**config.mk**
```make
export PLATFORM = sky130hd
export DESIGN_NAME = msg_entry
export DESIGN_NICKNAME = d
export VERILOG_FILES = /design/src/rtl/msg_entry_pkg.sv /design/src/rtl/msg_entry_key_pulse.sv /design/src/rtl/msg_entry.sv
export SDC_FILE = /design/constraint.sdc
export NUM_CORES = 1
export LEC_CHECK = 0
export BUFFER_PORTS_ARGS = -buffer_cell sky130_fd_sc_hd__buf_2
export CAP_MARGIN = 40
export CORE_MARGIN = 3
export CORE_UTILIZATION = 40
export DETAILED_ROUTE_END_ITERATION = 8
export PLACE_DENSITY = 0.71
export SETUP_SLACK_MARGIN = 0.5
export SYNTH_ARGS = -nofsm -noshare
export SYNTH_HDL_FRONTEND = slang
export SYNTH_SLANG_ARGS = --single-unit
```
**constraint.sdc**
```tcl
create_clock -name clk -period 4.4 [get_ports clk]
set_input_delay 0.44 -clock clk [delete_from_list [all_inputs] [get_ports clk]]
set_output_delay 0.44 -clock clk [all_outputs]
set_load 0.02 [all_outputs]
```
**src/rtl/msg_entry_pkg.sv**
```systemverilog
// rtl/msg_entry_pkg.sv - shared constants and types for the message entry front end
package msg_entry_pkg;

  localparam logic [3:0]  CH_BLANK      = 4'd5;
  localparam logic [3:0]  CH_LAST_VALID = 4'd5;
  localparam int          NUM_DIGITS    = 8;
  localparam logic [31:0] MSG_BLANK     = 32'h5555_5555;

  // Action chosen for the current cycle after key priority resolution
  typedef enum logic [1:0] {
    ACT_NONE  = 2'd0,
    ACT_ENTER = 2'd1,
    ACT_BACK  = 2'd2,
    ACT_CLEAR = 2'd3
  } action_e;

  // Codes 0..4 are message characters and 5 is blank; everything above is rejected
  function automatic logic char_ok(input logic [3:0] c);
    return (c <= CH_LAST_VALID);
  endfunction

endpackage

```
**src/rtl/msg_entry_key_pulse.sv**
```systemverilog
// rtl/msg_entry_key_pulse.sv - key synchronizer, press edge detect and lockout hold-off
module key_pulse #(
  parameter int LOCKOUT = 16
) (
  input  logic clk,
  input  logic clr,
  input  logic key_n,
  output logic pulse
);

  localparam int CW = (LOCKOUT < 1) ? 1 : $clog2(LOCKOUT + 1);

  logic          sync1_q;
  logic          sync2_q;
  logic          edge_q;
  logic [CW-1:0] lock_q;
  logic [CW-1:0] lock_d;

  // A falling edge on the synchronized key is a press unless the hold-off is still running
  assign pulse = edge_q & ~sync2_q & (lock_q == '0);

  // Reload the hold-off on a press, otherwise count it down to zero
  always_comb begin
    lock_d = lock_q;
    if (pulse) begin
      lock_d = CW'(LOCKOUT);
    end else if (lock_q != '0) begin
      lock_d = lock_q - CW'(1);
    end
  end

  // Flops reset to the released level so a key held through reset yields one press afterwards
  always_ff @(posedge clk or negedge clr) begin
    if (!clr) begin
      sync1_q <= 1'b1;
      sync2_q <= 1'b1;
      edge_q  <= 1'b1;
      lock_q  <= '0;
    end else begin
      sync1_q <= key_n;
      sync2_q <= sync1_q;
      edge_q  <= sync2_q;
      lock_q  <= lock_d;
    end
  end

endmodule

```
**src/rtl/msg_entry.sv**
```systemverilog
// rtl/msg_entry.sv - calculator-style eight-digit message entry with backspace and clear
module msg_entry
  import msg_entry_pkg::*;
#(
  parameter int LOCKOUT = 16
) (
  input  logic        clk,
  input  logic        clr,
  input  logic [3:0]  sw,
  input  logic        key_enter,
  input  logic        key_back,
  input  logic        key_clear,
  output logic [31:0] digits,
  output logic [3:0]  count,
  output logic        full,
  output logic        err
);

  logic        enter_p;
  logic        back_p;
  logic        clear_p;
  action_e     act;

  logic [31:0] digits_q, digits_d;
  logic [3:0]  count_q, count_d;
  logic        err_q, err_d;

  key_pulse #(.LOCKOUT(LOCKOUT)) u_enter (
    .clk   (clk),
    .clr   (clr),
    .key_n (key_enter),
    .pulse (enter_p)
  );

  key_pulse #(.LOCKOUT(LOCKOUT)) u_back (
    .clk   (clk),
    .clr   (clr),
    .key_n (key_back),
    .pulse (back_p)
  );

  key_pulse #(.LOCKOUT(LOCKOUT)) u_clear (
    .clk   (clk),
    .clr   (clr),
    .key_n (key_clear),
    .pulse (clear_p)
  );

  // Clear beats back beats enter; losing pulses are simply dropped
  always_comb begin
    act = ACT_NONE;
    if (clear_p) begin
      act = ACT_CLEAR;
    end else if (back_p) begin
      act = ACT_BACK;
    end else if (enter_p) begin
      act = ACT_ENTER;
    end
  end

  // Next message, fill count and reject flag for the chosen action
  always_comb begin
    digits_d = digits_q;
    count_d  = count_q;
    err_d    = 1'b0;
    case (act)
      ACT_CLEAR: begin
        digits_d = MSG_BLANK;
        count_d  = 4'd0;
      end
      ACT_BACK: begin
        if (count_q != 4'd0) begin
          digits_d = {CH_BLANK, digits_q[31:4]};
          count_d  = count_q - 4'd1;
        end
      end
      ACT_ENTER: begin
        if (char_ok(sw) && (count_q < 4'(NUM_DIGITS))) begin
          digits_d = {digits_q[27:0], sw};
          count_d  = count_q + 4'd1;
        end else begin
          err_d = 1'b1;
        end
      end
      default: ;
    endcase
  end

  // Message register, fill count and one-cycle reject pulse
  always_ff @(posedge clk or negedge clr) begin
    if (!clr) begin
      digits_q <= MSG_BLANK;
      count_q  <= 4'd0;
      err_q    <= 1'b0;
    end else begin
      digits_q <= digits_d;
      count_q  <= count_d;
      err_q    <= err_d;
    end
  end

  assign digits = digits_q;
  assign count  = count_q;
  assign err    = err_q;
  assign full   = (count_q == 4'(NUM_DIGITS));

endmodule

```
# Yosys cells after proc, flatten, opt, wreduce, memory -nomap -nowiden
# Cells that the tools add are included.
# W data, S select, Z words.
[op_classes]
add_sub_neg = 5
magnitude_cmp = 2
n_eq_ne = 6
muxes = 17
bitwise_logic = 9
n_reduce_logical = 13
[ops]
columns = ["cell", "count"]
rows = [
  ["$pmux W32 S3", 1],
  ["$mux W32", 2],
  ["$mux W5", 6],
  ["$logic_not A5 Y1", 3],
  ["$reduce_bool A5 Y1", 3],
  ["$sub A5 B1 Y5 const B", 3],
  ["$pmux W4 S3", 1],
  ["$mux W4", 2],
  ["$and A1 B1 Y1", 6],
  ["$reduce_bool A2 Y1", 3],
  ["$add A4 B1 Y4 const B", 1],
  ["$eq A2 B2 Y1 const B", 2],
  ["$eq A4 B4 Y1 const B", 1],
  ["$le A4 B3 Y1 const B", 1],
  ["$lt A4 B4 Y1 const B", 1],
  ["$mux W2", 2],
  ["$ne A2 B2 Y1 const B", 2],
  ["$reduce_bool A4 Y1", 1],
  ["$sub A4 B1 Y4 const B", 1],
  ["$mux W1", 3],
  ["$not A1 Y1", 3],
  ["$reduce_and A3 Y1", 1],
  ["$reduce_bool A3 Y1", 1],
  ["$eq A2 B1 Y1 const B", 1],
  ["$logic_and A1 B1 Y1", 1],
]
[word_totals]
ff_bits = 61
input_bits = 9
elab_cells = 67

# Depth between registers and ports, before layout
[depth]
depth_word = 9
ltp_mapped = 14
ltp_nobuf = 13

# Modules after synthesis
# Synthesis repeated with hierarchy kept, for this count alone.
[unflattened]
hier_cells = 272
area_unflattened_um2 = 2990.4
[by_module_without_submodules]
columns = ["module", "instances", "cells_each", "area_per_inst_um2", "seq_area_each_um2"]
rows = [
  ["msg_entry", 1, 188, 1958.1, 945.9],
  ["key_pulse", 3, 28, 344.1, 203.9],
]

# Worst setup path before layout
# Ideal clock, no wire load.
[synth_path]
path_type = "reg2reg"
start = "register u_enter.lock_q[0]"
end = "register count_q[3], in the netlist count[3]"
t_arrival_ps = 2881
t_required_ps = 4251
path_slack_ps = 1370
stages_incl_launch_ff = 14
path_buffers = 1
synth_period_minus_slack_ps = 3030
cell_sequence = "dfrtp_1 inv_1 ha_1 nor4b_1 nand3b_1 nand2_1 ha_1 clkbuf_1 inv_1 ha_1 a21o_1 a21oi_1 mux2i_1 o211ai_1"
[synth_via]
elab_chain_cells = 8
elab_cells_between_ends = 13
classes_between = "eq/ne: 5; mux: 4; bitwise: 1; reduce/logical: 3"
[synth_lines]
columns = ["element", "line_no", "text"]
rows = [
  ["start, declared", "msg_entry_key_pulse.sv:16", "logic [CW-1:0] lock_q;"],
  ["start signal, assigned", "msg_entry_key_pulse.sv:43", "lock_q <= lock_d;"],
  ["$logic_not A5 Y1 *", "msg_entry_key_pulse.sv:20", "assign pulse = edge_q & ~sync2_q & (lock_q == '0);"],
  ["$and A1 B1 Y1 *", "msg_entry_key_pulse.sv:20", ""],
  ["$mux W1 *", "msg_entry.sv:56", "end else if (enter_p) begin"],
  ["$mux W2 *", "msg_entry.sv:54", "end else if (back_p) begin"],
  ["$mux W2 *", "msg_entry.sv:52", "if (clear_p) begin"],
  ["$eq A2 B1 Y1 / $eq A2 B2 Y1 (equally long branches)", "msg_entry.sv:66", "case (act)"],
  ["$ne A2 B2 Y1 (no line) / $reduce_bool A3 Y1 (equally long branches)", "-", ""],
  ["$reduce_and A3 Y1 (no line)", "-", ""],
  ["end signal, assigned", "msg_entry.sv:97", "count_q <= count_d;"],
  ["end, declared", "msg_entry.sv:25", "logic [3:0] count_q, count_d;"],
]
# Every way passes the cells marked *; elsewhere a longest branch is shown, timed or not.
# A chain may end at the register's enable or synchronous reset.

# Worst setup path in the final report
[layout_path]
start = "register u_clear.lock_q[0]"
end = "register count_q[3], in the netlist count[3]"
[layout_via]
elab_chain_cells = 6
elab_cells_between_ends = 11
classes_between = "eq/ne: 5; mux: 2; bitwise: 1; reduce/logical: 3"
[layout_lines]
columns = ["element", "line_no"]
rows = [
  ["start, declared", "msg_entry_key_pulse.sv:16"],
  ["start signal, assigned", "msg_entry_key_pulse.sv:43"],
  ["$logic_not A5 Y1 *", "msg_entry_key_pulse.sv:20"],
  ["$and A1 B1 Y1 *", "msg_entry_key_pulse.sv:20"],
  ["$mux W2 *", "msg_entry.sv:52"],
  ["$eq A2 B1 Y1 / $eq A2 B2 Y1 (equally long branches)", "msg_entry.sv:66"],
  ["$ne A2 B2 Y1 (no line) / $reduce_bool A3 Y1 (equally long branches)", "-"],
  ["$reduce_and A3 Y1 (no line)", "-"],
]
# Marked as above.

==> flow_summary.toml <==
[power]
ir_drop_uv = 304.5
p_total_mw = 2.569
powerDensity_nw_per_um2 = 738.7
cellLeakagePower_nw = 1.550

[setup_path]
crit_top_cell = "ha_1"
path_cells = "inv_1 -> ha_1 -> nor4b_2 -> nand2b_1 -> nand2_1 -> ha_1 -> inv_1 -> ha_1 -> a21o_1 -> a21oi_1 -> mux2i_1 -> o211ai_1"
required_ns = 4.59
r2r-end = "count[3]"
rrSetupSlack_ns = 0.95
cp_max_fo = 19
critPathCaptureType = "flip-flop"
crit_path_start_kind = "flip-flop"
r2r_start = "u_clear.lock_q[0]"
slowest_stage = "ha_1"
worstSetupPathType = "reg2reg"
r2r.worst_path.cells = 12
worstPathArrival_ns = 3.64
cpPeakStageDelay_ns = 0.59

[timing]
slew_headroom = 0.4913
rsz0062_at_grt = "no"
fin_crit_ns = 3.449
skew_ns = 0.005336
finalSetupViolCount = 0
tightestPinTransition_ns = 0.7631
post-route-period-util = 0.7839
fin_ws_ns = 0.9508
fmax_ghz = 0.2899
worst_hold_slack_ns = 0.1895
slew_violations = 0
hold_viol = 0
setup_tns_ns = 0

[hold_path]
hp-class = "in2reg"
hold_path_depth = 1
min_from = "key_back"
min_to = "u_back.sync1_q"

[clocking]
cts_made_buffers = 9
hold_buffers = 0
htree_num_levels = 3
cts_buffer_depth = 2
cts_num_sinks = 61
cts_tree = "yes"
clock_latency_ns = 0.34
cts_root_buf = "clkbuf_8"
clkTransAtPathRegs_ns = 0.07

[placed_design]
placedCellCount = 396
dp_hpwl_microns = 4084
port_buffers = 46
place_ws_ns = 0.8611
gp_congestion = 0.7630
place_area_sq_um = 3257

[floorplan]
initial_core_util = 0.4240
die_area_sq_um = 8470
rows = 30
ios = 47
core-area_sq_um = 6982
die_w_microns = 92.03
die_y_microns = 92.03

[synthesis]
ys_seq_area_frac = 0.5262
synth.distinct_cells = 36
synth_nets = 288
synth-seq-cells = 61
synth_edf_count = 0
synth.area.top_cells = "dfrtp_1 30%, dfstp_2 22%, o31ai_2 6.3%"
yosys_warnings = 0
synthesis.area_sq_um = 2960
synth_top_area_share = 0.3043
synth_ff_type = "dfrtp_1"
avgSynthCellArea_sq_um = 11.09
synth_largest_area_cell = "dfrtp_1"
syn-instance-count = 267
synth-async-reset-ratio = 1.000

[detailed_routing]
num_vias = 2216
first_pass_iters = 4
viasPerCell = 5.379
drt-initial-drc-count = 108
final_antenna_net_count = 0
drc = 0
wirelength_microns = 6282
routedWlPerCell_microns = 15.25

[finish]
synthToLayoutAreaGrowth_pct = 17.50
layout_commonest_cell = "buf_2"
fin_area_sq_um = 3478
drive_gt1_frac = 0.3513
final_util = 0.4982
antennaDiodeCount = 0
most-common-layout-cells = "46 x buf_2, 41 x nand2_1, 36 x dfrtp_1, 25 x dfstp_2, 24 x o21ai_0"
nets = 332
instances_no_fill = 412

[run]
drv_cap = 0

[grt]
grt_antenna_before_repair = 0
grt.total_usage = 0.1573
grt_pass1_wl_microns = 10520
grt_pass1_vias = 2061
grt_start_max_net_pins = 62
grt-ovfl-total = 0

[status]
outcome = "completed"
==> layer usage <==
| metal | global-route usage | vias up | share of wire |
|---|---|---|---|
| met2 | 0.2257 | 58 | 0.46 |
| met5 | 0 | - | 0 |
| met3 | 0.06235 | 12 | 0.053 |
| met1 | 0.2117 | 1082 | 0.47 |
| li1 | - | 1064 | - |
| met4 | 0.06436 | 0 | 0.017 |
==> power breakdown <==
| group | internal, mW | total [mW] | switching, mW |
|---|---|---|---|
| clock | 0.307 | 0.525 | 0.218 |
| combinational | 0.361 | 0.956 | 0.595 |
| sequential | 0.853 | 1.09 | 0.236 |
| total | 1.52 | 2.57 | 1.05 |
==> state kept, by name, summed over array words and instances (netlist names) <==
register / flops
u_enter.sync1_q: 1
u_enter.sync2_q: 1
u_enter.lock_q: 5
digits: 32
u_back.sync2_q: 1
u_clear.sync1_q: 1
err: 1
u_back.lock_q: 5
u_clear.lock_q: 5
u_enter.edge_q: 1
u_clear.edge_q: 1
u_back.sync1_q: 1
u_back.edge_q: 1
u_clear.sync2_q: 1
count: 4
==> repair_timing <==
action                                  4_1_cts  5_1_grt
buffers inserted                              0        0
gates resized for setup                       0        1
endpoints found under the setup margin        0       16
==> logic make-up (layout without fill, tap and decap cells) <==
group | Yosys count | in the layout | share of synthesized area
multiplexers | 3 | 3 | 0.01014
adder cells (fa/ha/maj) | 12 | 12 | 0.05325
AO/OA/AOI/OAI | 84 | 84 | 0.2223
flip-flops | 61 | 61 | 0.5262
buffers and inverters | 27 | 76 | 0.04395
AND/OR/NAND/NOR | 71 | 71 | 0.1175
XOR/XNOR | 9 | 9 | 0.02663
==> synthesized netlist by cell type, drive strengths merged (7+ instances only) <==
cell / count
a221oi: 14
a22oi: 14
buf: 7
clkbuf: 12
dfrtp: 36
dfstp: 25
ha: 11
inv: 8
nand2: 41
o21ai: 24
o31ai: 15
==> critical path: cells and delay by family (launching register included) <==
kind | cells | cell delay, ns
adders and majority gates | 3 | 1.08
and+or+nand+nor | 3 | 0.82
AOI/OAI and AO/OA | 3 | 0.46
DFF | 1 | 0.39
buffers and inverters | 2 | 0.34
muxes | 1 | 0.21
==> worst max path at each step <==
stage	startpoint	end	slack (ns)	depth (start not counted)
2_1_floorplan	u_enter.lock_q[0]	count[3]	1.37	13
3_3_place_gp	u_back.lock_q[0]	digits[25]	0.96	10
3_5_place_dp	u_clear.lock_q[0]	digits[21]	0.86	10
4_1_cts	u_clear.lock_q[0]	digits[21]	0.85	10
5_1_grt	u_clear.lock_q[0]	count[3]	0.59	12
6_report	u_clear.lock_q[0]	count[3]	0.95	12
==> cell type report <==
| cell class | instances | area (sq um) |
|---|---|---|
| inverter | 8 | 30.03 |
| tap | 96 | 120.1 |
| fill | 665 | 3503 |
| clock buffer | 13 | 168.9 |
| timing repair buffer | 52 | 275.3 |
| multi-input combinational | 179 | 1284 |
| clock inverter | 3 | 42.54 |
| sequential | 61 | 1558 |
Note: power is estimated with default switching activity, not from simulation.
